`config.mk`:
```
export PLATFORM = sky130hd
export DESIGN_NAME = rgb_fade_sequencer
export DESIGN_NICKNAME = d
export VERILOG_FILES = /design/src/rtl/rgb_pkg.sv /design/src/rtl/rgb_step_timer.sv /design/src/rtl/rgb_fade_sequencer.sv
export SDC_FILE = /design/constraint.sdc
export NUM_CORES = 1
export LEC_CHECK = 0
export CAP_MARGIN = 40
export CORE_MARGIN = 2
export CORE_UTILIZATION = 64
export CTS_BUF_LIST = sky130_fd_sc_hd__clkbuf_4
export CTS_CLUSTER_DIAMETER = 40
export DETAILED_ROUTE_END_ITERATION = 8
export PLACE_DENSITY = 0.86
export SYNTH_ARGS = -nofsm -noshare
export SYNTH_HDL_FRONTEND = slang
export SYNTH_SLANG_ARGS = --single-unit
```
`constraint.sdc`:
```
create_clock -name clk -period 5 [get_ports clk]
set_input_delay 0.75 -clock clk [delete_from_list [all_inputs] [get_ports clk]]
set_output_delay 0.75 -clock clk [all_outputs]
set_load 0.01 [all_outputs]
```
`src/rtl/rgb_pkg.sv`:
```
// Shared definitions for the RGB fade sequencer: command byte layout,
// FSM state encoding, default timing values and the one-level step helper.
package rgb_pkg;

  // Host / PWM command byte layout
  localparam int MODE_BIT  = 7;
  localparam int COLOR_MSB = 6;
  localparam int COLOR_LSB = 4;
  localparam int LEVEL_MSB = 3;
  localparam int LEVEL_LSB = 0;

  // Default timing (clk cycles)
  localparam int DEF_STEP_CYCLES = 1_000_000;
  localparam int DEF_GAP_CYCLES  = 4;

  typedef enum logic [1:0] {
    S_IDLE      = 2'd0,
    S_ISSUE     = 2'd1,
    S_GAP       = 2'd2,
    S_FADE_WAIT = 2'd3
  } state_t;

  // Move a 4-bit level one step toward target; saturates at target, never wraps.
  function automatic logic [3:0] step_toward(input logic [3:0] cur, input logic [3:0] target);
    if (target > cur) return cur + 4'd1;
    else if (target < cur) return cur - 4'd1;
    else return cur;
  endfunction

endpackage

```
`src/rtl/rgb_step_timer.sv`:
```
// Loadable down-counter. expired is high whenever the count has reached zero;
// a load restarts the count from load_val on the next cycle.
module rgb_step_timer #(
  parameter int STEP_CYCLES = 16
) (
  input  logic                               clk,
  input  logic                               rst,
  input  logic                               load,
  input  logic [$clog2(STEP_CYCLES+1)-1:0]   load_val,
  output logic                               expired
);
  localparam int W = $clog2(STEP_CYCLES + 1);

  logic [W-1:0] count;

  // Count down to zero and stay there until reloaded
  always_ff @(posedge clk or posedge rst) begin
    if (rst) count <= '0;
    else if (load) count <= load_val;
    else if (count != '0) count <= count - W'(1);
  end

  assign expired = (count == '0);

endmodule

```
`src/rtl/rgb_fade_sequencer.sv`:
```
// Turns host command bytes into PWM driver commands, either immediately or as
// a one-level-per-step fade, while keeping command pulses at least GAP_CYCLES
// apart so the PWM driver's two-cycle handshake never misses one.
//
// Handshake: rx_valid is a one-cycle strobe qualifying rx_data; every byte is
// captured (no backpressure), a byte still pending when the next arrives is
// replaced and overrun pulses. cmd_valid is a one-cycle strobe qualifying
// cmd_out; the PWM side is assumed always ready given the enforced spacing.
module rgb_fade_sequencer
  import rgb_pkg::*;
#(
  parameter int STEP_CYCLES = DEF_STEP_CYCLES,
  parameter int GAP_CYCLES  = DEF_GAP_CYCLES
) (
  input  logic       clk,
  input  logic       rst,
  input  logic [7:0] rx_data,
  input  logic       rx_valid,
  output logic [7:0] cmd_out,
  output logic       cmd_valid,
  output logic       busy,
  output logic       overrun
);
  localparam int TW = $clog2(STEP_CYCLES + 1);
  // Timer loaded in the ISSUE cycle expires on the last GAP cycle; reloaded
  // there it expires on the cycle before the next fade step is issued.
  localparam logic [TW-1:0] GAP_LOAD  = TW'(GAP_CYCLES - 3);
  localparam logic [TW-1:0] WAIT_LOAD = TW'(STEP_CYCLES - GAP_CYCLES);

  state_t      state;
  logic        pend_valid;
  logic [7:0]  pend_data;
  logic [2:0]  cur_color;
  logic [3:0]  cur_level;
  logic        fade_active;
  logic [3:0]  fade_target;

  logic        consume;
  logic [3:0]  pend_level;
  logic        pend_fade;
  logic [3:0]  first_level;
  logic [7:0]  consume_cmd;
  logic        timer_load;
  logic [TW-1:0] timer_val;
  logic        timer_expired;

  assign consume = (state == S_IDLE) && pend_valid;
  assign busy    = (state != S_IDLE) || pend_valid;

  // First command produced by the pending byte (a fade starts one step away)
  always_comb begin
    pend_level  = pend_data[LEVEL_MSB:LEVEL_LSB];
    pend_fade   = pend_data[MODE_BIT] && (pend_level != cur_level);
    first_level = pend_fade ? step_toward(cur_level, pend_level) : pend_level;
    consume_cmd = {1'b0, pend_data[COLOR_MSB:COLOR_LSB], first_level};
  end

  assign timer_load = (state == S_ISSUE) || ((state == S_GAP) && timer_expired);
  assign timer_val  = (state == S_ISSUE) ? GAP_LOAD : WAIT_LOAD;

  rgb_step_timer #(.STEP_CYCLES(STEP_CYCLES)) u_timer (
    .clk      (clk),
    .rst      (rst),
    .load     (timer_load),
    .load_val (timer_val),
    .expired  (timer_expired)
  );

  // One-deep pending byte; a byte replaced before consumption flags overrun
  always_ff @(posedge clk or posedge rst) begin
    if (rst) begin
      pend_valid <= 1'b0;
      pend_data  <= '0;
      overrun    <= 1'b0;
    end else begin
      overrun <= rx_valid && pend_valid && !consume;
      if (rx_valid) begin
        pend_valid <= 1'b1;
        pend_data  <= rx_data;
      end else if (consume) begin
        pend_valid <= 1'b0;
      end
    end
  end

  // Command sequencing FSM: issue, enforce spacing, step fades, allow preemption
  always_ff @(posedge clk or posedge rst) begin
    if (rst) begin
      state       <= S_IDLE;
      cmd_out     <= '0;
      cmd_valid   <= 1'b0;
      cur_color   <= '0;
      cur_level   <= '0;
      fade_active <= 1'b0;
      fade_target <= '0;
    end else begin
      cmd_valid <= 1'b0;
      case (state)
        S_IDLE: begin
          if (pend_valid) begin
            cmd_out     <= consume_cmd;
            cmd_valid   <= 1'b1;
            fade_active <= pend_fade;
            fade_target <= pend_level;
            state       <= S_ISSUE;
          end
        end
        S_ISSUE: begin
          cur_color <= cmd_out[COLOR_MSB:COLOR_LSB];
          cur_level <= cmd_out[LEVEL_MSB:LEVEL_LSB];
          state     <= S_GAP;
        end
        S_GAP: begin
          if (timer_expired) begin
            if (pend_valid) begin
              state <= S_IDLE;
            end else if (fade_active && (cur_level != fade_target)) begin
              state <= S_FADE_WAIT;
            end else begin
              fade_active <= 1'b0;
              state       <= S_IDLE;
            end
          end
        end
        S_FADE_WAIT: begin
          if (pend_valid) begin
            state <= S_IDLE;
          end else if (timer_expired) begin
            cmd_out   <= {1'b0, cur_color, step_toward(cur_level, fade_target)};
            cmd_valid <= 1'b1;
            state     <= S_ISSUE;
          end
        end
        default: state <= S_IDLE;
      endcase
    end
  end

endmodule

```
# ---- Yosys cells after proc, flatten, opt, wreduce, memory -nomap -nowiden
# Cells that the tools add are included.
dict set report op_classes {
  add_sub_neg 3
  order_cmp 4
  eq_ne 12
  mux 30
  n_reduce_logical 21
}
# op n
set ops {}
lappend ops {{2-to-1 mux 20 bit} 3}
lappend ops {{2-to-1 mux 8 bit} 3}
lappend ops {{zero test 20 bit} 1}
lappend ops {{2-to-1 mux 4 bit} 5}
lappend ops {{nonzero test 20 bit} 1}
lappend ops {{subtractor 20 x 1 -> 20 bit, second input constant} 1}
lappend ops {{case mux 8 bit (2 select lines)} 1}
lappend ops {{2-to-1 mux 2 bit} 6}
lappend ops {{inequality test 2 bit, second input constant} 6}
lappend ops {{nonzero test 2 bit} 5}
lappend ops {{2-to-1 mux 1 bit} 9}
lappend ops {{> comparator 4 bit} 2}
lappend ops {{< comparator 4 bit} 2}
lappend ops {{inequality test 4 bit} 2}
lappend ops {{case mux 2 bit (4 select lines)} 1}
lappend ops {{logical AND 1 bit} 6}
lappend ops {{AND reduction 5 bit} 1}
lappend ops {{adder 4 x 1 -> 4 bit, second input constant} 1}
lappend ops {{== test 2 bit, second input constant} 2}
lappend ops {{case mux 1 bit (2 select lines)} 2}
lappend ops {{AND reduction 4 bit} 1}
lappend ops {{subtractor 4 x 1 -> 4 bit, second input constant} 1}
lappend ops {{inequality test 3 bit, second input constant} 1}
lappend ops {{AND reduction 3 bit} 1}
lappend ops {{5 further kinds} 6}
dict set report totals {
  ff_bits 53
  input_bits 11
}

# ---- Logic depth before layout (Yosys ltp)
# Gate-level depths: netlist of run 1.
dict set report logic_depth {
  depth_word 6
  mapped_depth 9
  ltp_nobuf 8
}

# ---- Hierarchy
# A second synthesis of run 1 with hierarchy kept.
dict set report unflattened {
  cells_unflattened 322
  hier_area_um2 3159.3
}
# mod n_inst cells_per_inst area_per_inst_um2
set modules_own_cells {}
lappend modules_own_cells {rgb_fade_sequencer 1 179 1821.7}
lappend modules_own_cells {rgb_step_timer 1 143 1337.5}

# ---- Least setup slack after synthesis of run 1
# OpenSTA, ideal clock, no wires.
dict set report synth_path {
  path_type {register to register}
  startpoint {reg u_timer.count[12]}
  endpoint {reg cmd_out[3]}
  setup_ps 73
  t_arrival_ps 2469
  slack_ps 2458
  stages_incl_launch_ff 7
  n_path_buf 0
  period_less_slack_ps 2542
  path_cell_list {dfrtp_1 > or4_4 > or4_4 > nor4b_4 > or4b_1 > nand3_1 > a21boi_2}
}
dict set report synth_between {
  elab_chain_cells 3
}
# item line_no
set synth_rtl {}
lappend synth_rtl {{from (decl)} rgb_step_timer.sv:14} ;# logic [W-1:0] count;
lappend synth_rtl {{from (signal assigned)} rgb_step_timer.sv:19} ;# else if (load) count <= load_val;
lappend synth_rtl {{from (signal assigned)} rgb_step_timer.sv:20} ;# else if (count != '0) count <= count - W'(1);
lappend synth_rtl {{zero test 20 bit} rgb_step_timer.sv:23} ;# assign expired = (count == '0);
lappend synth_rtl {{inequality test 2 bit (no line)} -}
lappend synth_rtl {{AND reduction 4 bit (no line)} -}
lappend synth_rtl {{to (signal assigned)} rgb_fade_sequencer.sv:101} ;# cmd_out <= consume_cmd;
lappend synth_rtl {{to (signal assigned)} rgb_fade_sequencer.sv:129} ;# cmd_out <= {1'b0, cur_color, step_toward(cur_level, fade_target)};
lappend synth_rtl {{to (decl)} rgb_fade_sequencer.sv:19} ;# output logic [7:0] cmd_out,
# Every way passes these cells.
# A chain may end at the register's enable or synchronous reset.

# ---- Worst setup path in the final report of run 1
dict set report layout_path {
  startpoint {reg u_timer.count[12]}
  endpoint {reg state[0]}
}
dict set report layout_between {
  elab_chain_cells 3
}
# item line_no
set layout_rtl {}
lappend layout_rtl {{zero test 20 bit *} rgb_step_timer.sv:23}
lappend layout_rtl {{inequality test 3 bit (no line) or inequality test 2 bit (tied branches)} -}
lappend layout_rtl {{AND reduction 3 bit (no line) *} -}
lappend layout_rtl {{to (signal assigned)} rgb_fade_sequencer.sv:89} ;# state <= S_IDLE;
lappend layout_rtl {{to (signal assigned)} rgb_fade_sequencer.sv:105} ;# state <= S_ISSUE;
lappend layout_rtl {{to (signal assigned)} rgb_fade_sequencer.sv:111} ;# state <= S_GAP;
lappend layout_rtl {{to (decl)} rgb_fade_sequencer.sv:30} ;# state_t state;
# Every way passes the cells marked *; elsewhere a longest branch is shown, timed or not.

==> results_dict.tcl, run 1 <==
set metrics [dict create \
    wirelength_mm 6.20 \
    gp_congestion 0.910 \
    worstPathMaxFanout 13 \
    worstReg2RegStart "u_timer.count[12]" \
    drive_above_1_share 0.0948 \
    end_kind "register" \
    synth_fa_ha_area_frac 0.0683 \
    rrSetupSlack_ns 2.07 \
    synth_top_cell_by_area "dfrtp_1" \
    core_area_um2 4380 \
    ys_seq_area_frac 0.444 \
    slew_viol_final 0 \
    skew_ns 0.0141 \
    synth_compound_area_frac 0.169 \
    syn_avg_cell_area_um2 9.49 \
    holdCritStartpoint "u_timer.count[19]" \
    grt_pass1_vias 2271 \
    vdd_drop_max_v 0.000356 \
    start_util 0.669 \
    worst_slew_pin_slew_ns 0.888 \
    h-tree-depth 2 \
    synth_mux_area_frac 0.0670 \
    yosysUniqueCellTypes 47 \
    syn2layout_area_growth_pct 11.0 \
    cts_hold_buf 0 \
    vias_per_cell 6.42 \
    hold_depth 1 \
    min_to "u_timer.count[19]" \
    grt_setup_unrepaired "no" \
    cts_sinks 52 \
    port_buffers 20 \
    cp_data_required_time_ns 5.28 \
    finalSetupTns_ns 0 \
    cp-start-kind "register" \
    synth_area_leaders "dfrtp_1 (44%), ha_1 (6.8%), mux2_2 (5.0%)" \
    arrival_ns 3.21 \
    max-cap-violations 0 \
    yosys_most_used_dff "dfrtp_1" \
    clockRootBuffer "clkbuf_4" \
    grt_max_degree 35 \
    yosys.area_share.simple 0.198 \
    insertion_delay_ns 0.39 \
    yosys_warnings 0 \
    syn_inst 309 \
    cts_buffers 5 \
    whs_ns 0.497 \
    antenna_found_initial 0 \
    crit_type "reg -> reg" \
    synth_xor_area_frac 0.0149 \
    cts_tree "yes" \
    setup_viol 0 \
    wl_per_cell_um 16.4 \
    max_slew_margin 0.402 \
    nNetsFinal 353 \
    initialDrtViolationCount 217 \
    leakage_nw 1.44 \
    final_util 0.743 \
    vias 2435 \
    hpwl_mm 4.45 \
    rr_worst_depth 6 \
    hold_viol 0 \
    dr.pass1.iters 5 \
    ys_ff_latch 52 \
    status "finished clean" \
    synth-async-reset-ratio 1.00 \
    power.density_nw_per_um2 637 \
    r2r_end "state[0]" \
    grt_overflow_total 0 \
    diodes 0 \
    synth_edf_count 0 \
    synth_top_family_by_area "simple AND/OR/NAND/NOR gates" \
    fin_crit_ns 2.93 \
    hold_class "reg -> reg" \
    postCtsSetupBuffers 0 \
    rows 24 \
    syn_nets 336 \
    clkTransAtPathRegs_ns 0.15 \
    fmax_mhz 341 \
    grt_util_all_layers 0.276 \
    finalCritPeriodShare 0.586 \
    cts_buffer_depth 2 \
    grt_pass1_wl_mm 11.2 \
    die_x_um 71.7 \
    num-fill-cells 311 \
    die_h_um 71.7 \
    synth_area_um2 2930 \
    die-area_um2 5140 \
    synth_top_area_frac 0.444 \
    drtAntennaViolNets 0 \
    post_cts_resized 0 \
    drc_errors 0 \
    boundaryPins 22 \
]
-- placed cells by master (no fill, tap or decap), types with 2 or more instances in the layout --
master / n
nand3b_1: 2
o211ai_1: 3
a31oi_1: 7
o31ai_1: 2
nor2b_1: 3
mux2i_1: 5
nand4_1: 6
o31a_1: 2
a211o_1: 2
clkdlybuf4s50_1: 20
a21oi_1: 22
ha_1: 16
and3_1: 5
nor2_1: 26
o211a_1: 2
mux2_2: 13
nor3_1: 14
nand2b_1: 3
a211oi_1: 9
nor4_1: 4
a21o_1: 2
xor2_1: 3
clkbuf_4: 6
or3_1: 3
xnor2_1: 2
a311oi_1: 3
nand2_1: 33
inv_1: 15
nand3_1: 4
dfrtp_1: 52
nand4b_1: 2
o21ai_0: 15
or2_2: 2
or4_4: 2
-- area by class of cell --
type,instances,area [um^2],share of cell area
Clock inverter,2,38.8,0.0119
Clock buffer,6,45.0,0.0138
Tap cell,52,65.1,0.0200
Sequential cell,52,1300,0.400
Timing Repair Buffer,22,228,0.0699
Multi-Input combinational cell,229,1520,0.466
Inverter,16,60.1,0.0184
-- synth_stat cells, drive strengths merged (2+ instances only) --
library cell and n:
dfrtp 52, nor2b 3, or3 3, and3 5, o211ai 3, o31a 2
nor3 14, o21ai 15, xnor2 2, buf 3, o31ai 2, nand2 33
o211a 2, nand4b 2, a21oi 22, nand2b 3, a311oi 3, mux2i 5
nor2 26, ha 16, a211oi 9, or2 2, or4 3, nor4 4
nand4 6, mux2 13, clkbuf 9, a211o 2, a21o 2, xor2 3
nand3b 2, nand3 4, inv 16, a31oi 7
-- layer usage --
layer	track usage	wire length, um	vias to the layer above
met5	0	0	-
met3	0.0492	374	7
met2	0.404	2790	82
met1	0.422	2970	1192
li1	-	-	1154
met4	0.0839	76	0
-- sequential cells by signal, summed over array words and instances (netlist names) --
signal and cells:
u_timer.count 20, pend_data 8, state 2, fade_target 4, cmd_valid 1, cmd_out 7, fade_active 1, cur_color 3
overrun 1, cur_level 4, pend_valid 1
-- kinds of logic (layout without fill, tap and decap cells) --
| family | Yosys count | after routing |
|---|---|---|
| other cells | 1 | 1 |
| buf+inv | 28 | 46 |
| mux | 18 | 18 |
| xor+xnor | 5 | 5 |
| simple gates | 113 | 113 |
| fa+ha+maj | 16 | 16 |
| compound gates | 76 | 76 |
| flops | 52 | 52 |
-- stage by stage --
| stage | setup WS [ns] | power [W] | std cells | instance area, um^2 |
|---|---|---|---|---|
| after floorplan | 2.46 | 0.00152 | 309 | 2930 |
| after global placement | 2.23 | 0.00176 | 370 | 3150 |
| after detailed placement | 2.15 | 0.00181 | 371 | 3170 |
| after CTS | 2.13 | 0.00206 | 379 | 3260 |
| after global routing | 1.96 | 0.00225 | 379 | 3260 |
| final | 2.07 | 0.00208 | 379 | 3260 |
-- how the worst max path moves through the flow --
stage                 startpoint         end  depth (start not counted)
3_5_place_dp   u_timer.count[12]    state[1]                          6
3_3_place_gp   u_timer.count[12]    state[1]                          6
5_1_grt        u_timer.count[12]    state[1]                          6
4_1_cts        u_timer.count[12]    state[1]                          6
2_1_floorplan  u_timer.count[12]  cmd_out[3]                          6
6_report       u_timer.count[12]    state[0]                          6
-- where the power goes --
group	total [W]	internal, W	switching (W)
Clock	0.000252	0.000113	0.000139
Sequential	0.000728	0.000576	0.000151
Combinational	0.00110	0.000474	0.000622
-- worst max-delay path, cell delays in order (launching register included) --
cell and delay, ns:
dfrtp_1 0.48, or4_4 0.59, or4_4 0.48, nor2_1 0.61, o21ai_0 0.33, nor3_1 0.28, a21oi_1 0.06
Note: power is estimated with default switching activity, not from simulation.
==> run 2: changes to the inputs <==
- CORE_UTILIZATION: 64 -> 61
- PLACE_DENSITY: 0.86 -> 0.83
- clock period: 5 -> 3 ns (I/O delays scaled with it)
==> run 2 against run 1 <==
Compared with the run above:
- routed wire length increased by 5.4%
- critical path depth unchanged
- utilization is 4.6 points lower
- worst setup slack got worse by 1.8 ns
- largest power group unchanged
- fmax rose by 6.3%
- count of clock-buffer cells in the layout is 1 lower
- power is 65% higher
- sequential share of layout area decreased by 0.18 points
- via count increased by 2.2%
- largest cell class unchanged
- flip-flop and latch count did not move
- clock power grew 36%
- hold slack worse by 0.075 ns
==> results_dict.tcl, run 2 (synthesis gave the netlist of run 1 again) <==
set metrics [dict create \
    status "finished clean" \
    rows 25 \
    wirelength_mm 6.54 \
    arrival_ns 3.09 \
    skew_ns 0.00694 \
    rrSetupSlack_ns 0.24 \
    postCtsSetupBuffers 0 \
    grt_overflow_total 0 \
    critPathCapture "cmd_out[3]" \
    largest_reg_flops 20 \
    leakage_nw 1.46 \
    die-area_um2 5380 \
    gp_congestion 0.928 \
    final_util 0.697 \
    post_cts_resized 0 \
    final_cell_mix "dfrtp_1 (52), nand2_1 (33), nor2_1 (26)" \
    grt_util_all_layers 0.266 \
    dp_cells 379 \
    total_power_w 0.00343 \
    fmax_mhz 363 \
    grt_setup_unrepaired "no" \
    worstPathMaxFanout 7 \
    core_area_um2 4690 \
    worstReg2RegStart "u_timer.count[12]" \
    vdd_drop_max_v 0.000633 \
    startpoint "u_timer.count[12]" \
    drtAntennaViolNets 0 \
    syn2layout_area_growth_pct 11.6 \
    cp-start-kind "register" \
    grt_max_degree 30 \
    crit_family "simple AND/OR/NAND/NOR gates" \
    die_x_um 73.3 \
    crit_chain "or4_4 -> or4_4 -> nor4b_4 -> or4b_1 -> nand3_1 -> a21boi_2" \
    drc_errors 0 \
    final_cells 387 \
    num-fill-cells 371 \
    vias 2488 \
    cts_sinks 52 \
    crit_type "reg -> reg" \
    h-tree-depth 2 \
    r2r_end "cmd_out[3]" \
    cts_tree "yes" \
    cp_common_cell "or4_4" \
    max_slew_margin 0.434 \
    layout_commonest_cell "dfrtp_1" \
    reg.largest.list "u_timer.count x20, pend_data x8, cmd_out x7" \
    cts_buffers 5 \
    setup_viol 0 \
    initialDrtViolationCount 225 \
    critPathBufInv 0 \
    slowest_stage "or4_4" \
    power.density_nw_per_um2 1050 \
    grt_pass1_vias 2287 \
    fin_crit_ns 2.76 \
    clockRootBuffer "clkbuf_4" \
    grt_pass1_wl_mm 11.0 \
    finalCritPeriodShare 0.918 \
    max_stage_delay_ns 0.59 \
    start_util 0.625 \
    hpwl_mm 4.74 \
    top_register "u_timer.count" \
    drive_above_1_share 0.111 \
    hold_viol 0 \
    slew_viol_final 0 \
    antenna_found_initial 0 \
    cp.depth 6 \
    boundaryPins 22 \
    nNetsFinal 359 \
    end_kind "register" \
    cp_data_required_time_ns 3.34 \
    worst_slew_pin_slew_ns 0.849 \
    port_buffers 20 \
    max-cap-violations 0 \
    rr_worst_depth 6 \
    vias_per_cell 6.43 \
    insertion_delay_ns 0.39 \
    finalSetupTns_ns 0 \
    wl_per_cell_um 16.9 \
    die_h_um 73.3 \
    cts_hold_buf 0 \
    dr.pass1.iters 6 \
    cts_buffer_depth 2 \
    clkTransAtPathRegs_ns 0.16 \
    diodes 0 \
    hold_class "in -> async" \
]
[run 2: routing by layer]
| layer | up-vias | routed length [um] | GRT usage | share of wire |
|---|---|---|---|---|
| met5 | - | 0 | 0 | 0 |
| met4 | 0 | 130 | 0.113 | 0.020 |
| li1 | 1176 | - | - | - |
| met3 | 16 | 373 | 0.0508 | 0.057 |
| met2 | 94 | 3020 | 0.386 | 0.46 |
| met1 | 1202 | 3010 | 0.391 | 0.46 |
[run 2: how the worst min path moves through the flow]
stage                              to  slack [ns]  depth (start not counted)
CTS                      pend_data[0]        0.43                          2
floorplan           u_timer.count[19]        0.45                          1
global route             pend_data[0]        0.47                          2
detailed placement     fade_target[0]        0.48                          2
global placement       fade_target[0]        0.46                          2
finish                   pend_data[0]        0.42                          2
[run 2: stage by stage]
stage / area (um^2) / hold WS, ns / worst slack (ns)
after floorplan: 2930 / 0.448 / 0.458
after global placement: 3210 / 0.464 / 0.388
after detailed placement: 3210 / 0.483 / 0.313
after CTS: 3270 / 0.425 / 0.283
after global routing: 3270 / 0.470 / 0.142
final: 3270 / 0.422 / 0.245
[run 2: power by group]
group	total [W]	internal [W]	switching, W
sequential	0.00122	0.000960	0.000259
combinational	0.00187	0.000819	0.00105
clock	0.000343	0.0000981	0.000245
[run 2: layout make-up]
| type | count | area, um^2 | share of cell area |
|---|---|---|---|
| clock buffers | 5 | 37.5 | 0.0115 |
| multi-input cells | 229 | 1520 | 0.464 |
| clock inverters | 3 | 26.3 | 0.00803 |
| inverters | 16 | 60.1 | 0.0184 |
| repair buffers | 28 | 260 | 0.0795 |
| flip-flops and latches | 52 | 1300 | 0.398 |
| well taps | 54 | 67.6 | 0.0207 |
==> run 3: changes to the inputs <==
- CAP_MARGIN: 40 -> default
- CELL_PAD_IN_SITES_DETAIL_PLACEMENT: default -> 0
- CELL_PAD_IN_SITES_GLOBAL_PLACEMENT: default -> 1
- CORE_UTILIZATION: 61 -> 47
- PLACE_DENSITY: 0.83 -> default
- PLACE_DENSITY_LB_ADDON: default -> 0.1
==> run 3 against run 2 <==
Compared with the run above:
- sequential share of layout area decreased by 0.60 points
- via count fell by 4.4%
- fmax up 2.1%
- largest power group unchanged
==> results_dict.tcl, run 3 (synthesis gave the netlist of run 1 again) <==
set metrics [dict create \
    setup_viol 0 \
    clkTransAtPathRegs_ns 0.15 \
    grtUsageMet2 0.277 \
    use_met1 0.311 \
    grt_setup_unrepaired "no" \
    hold_viol 0 \
    drtAntennaViolNets 0 \
    power.density_nw_per_um2 1040 \
    cts_buffers 5 \
    end_kind "register" \
    boundaryPins 22 \
    busiest_layer "met1" \
    gp_congestion 0.859 \
    grt_overflow_total 0 \
    arrival_ns 3.01 \
    die-area_um2 6890 \
    cp_data_required_time_ns 3.31 \
    drc_errors 0 \
    cts_sinks 52 \
    clockRootBuffer "clkbuf_4" \
    final_cell_mix "dfrtp_1 (52), nand2_1 (33), nor2_1 (26)" \
    leakage_nw 1.47 \
    cp-start-kind "register" \
    wl_per_cell_um 16.2 \
    finalSetupTns_ns 0 \
    max-cap-violations 0 \
    core_area_um2 5990 \
    grt_pass1_wl_mm 11.0 \
    top_register "u_timer.count" \
    hpwl_mm 4.67 \
    diodes 0 \
    crit_type "reg -> reg" \
    postCtsSetupBuffers 0 \
    h-tree-depth 2 \
    final_cells 408 \
    die_h_um 83.0 \
    vias 2379 \
    dr.pass1.iters 5 \
    start_util 0.490 \
    grt_util_all_layers 0.195 \
    status "finished clean" \
    cts_hold_buf 0 \
    worst_slew_pin_slew_ns 0.798 \
    cts_tree "yes" \
    syn2layout_area_growth_pct 13.3 \
    fmax_mhz 371 \
    die_x_um 83.0 \
    post_cts_resized 0 \
    fin_crit_ns 2.70 \
    rows 28 \
    port_buffers 20 \
    drive_above_1_share 0.105 \
    antenna_found_initial 0 \
    initialDrtViolationCount 231 \
    layout_commonest_cell "dfrtp_1" \
    cts_buffer_depth 2 \
    worstPathMaxFanout 7 \
    grt_use_met3 0.0348 \
    vias_per_cell 5.83 \
    largest_reg_flops 20 \
    skew_ns 0.00835 \
    vdd_drop_max_v 0.000484 \
    nNetsFinal 359 \
    insertion_delay_ns 0.37 \
    reg.largest.list "u_timer.count x20, pend_data x8, cmd_out x7" \
    slew_viol_final 0 \
    wirelength_mm 6.60 \
    grt_pass1_vias 2276 \
    max_slew_margin 0.468 \
    finalCritPeriodShare 0.899 \
    dp_cells 400 \
    hold_class "in -> async" \
    grt_max_degree 53 \
]
[run 3: changes by cell type in the layout (fill, tap and decap cells not counted)]
cell,delta
clkinv_4,-2
buf_4,-1
buf_12,+1
bufinv_16,+1
inv_6,-1
clkinv_1,+2
[run 3: metal layers]
| layer | part of all wire | vias to the layer above |
|---|---|---|
| li1 | - | 1170 |
| met1 | 0.52 | 1121 |
| met2 | 0.41 | 77 |
| met3 | 0.057 | 11 |
| met4 | 0.013 | 0 |
| met5 | 0 | - |
[run 3: where the power goes]
part	switching, W	internal [W]	total, W
clock network	0.000222	0.000171	0.000393
registers	0.000258	0.000960	0.00122
logic	0.00103	0.000823	0.00186
[run 3: through the flow]
step	total power [W]	setup WS (ns)	area (um^2)	hold WS, ns	utilization
final	0.00347	0.302	3320	0.428	0.555
after global routing	0.00378	0.168	3320	0.443	0.555
after CTS	0.00348	0.309	3320	0.427	0.555
after detailed placement	0.00307	0.340	3250	0.470	0.542
after global placement	0.00306	0.375	3250	0.462	0.542
after floorplan	0.00253	0.458	2930	0.448	-
[run 3: layout make-up]
| cell class | count | area (um^2) |
|---|---|---|
| clock buffer | 5 | 37.5 |
| clock inverter | 3 | 37.5 |
| fill | 538 | 2670 |
| inverter | 16 | 60.1 |
| multi-input combinational | 229 | 1520 |
| sequential | 52 | 1300 |
| tap | 75 | 93.8 |
| timing repair buffer | 28 | 273 |
[run 3: worst max-delay path, stage by stage, from the launching register on]
cell and delay (ns):
dfrtp_1 0.46, or4_4 0.58, or4_4 0.47, nor4b_4 0.41, or4b_1 0.47, nand3_1 0.10
a21boi_2 0.14
[run 3: worst paths after layout]
check	start	to	slack [ns]	cells past startpoint
max	u_timer.count[12]	cmd_out[3]	0.30	6
min	rst	overrun	0.43	3
max reg2reg	u_timer.count[12]	cmd_out[3]	0.30	6
min reg2reg	u_timer.count[7]	u_timer.count[7]	0.50	1
max in group asynchronous	rst	pend_valid	2.34	3
min in group clk	u_timer.count[7]	u_timer.count[7]	0.50	1
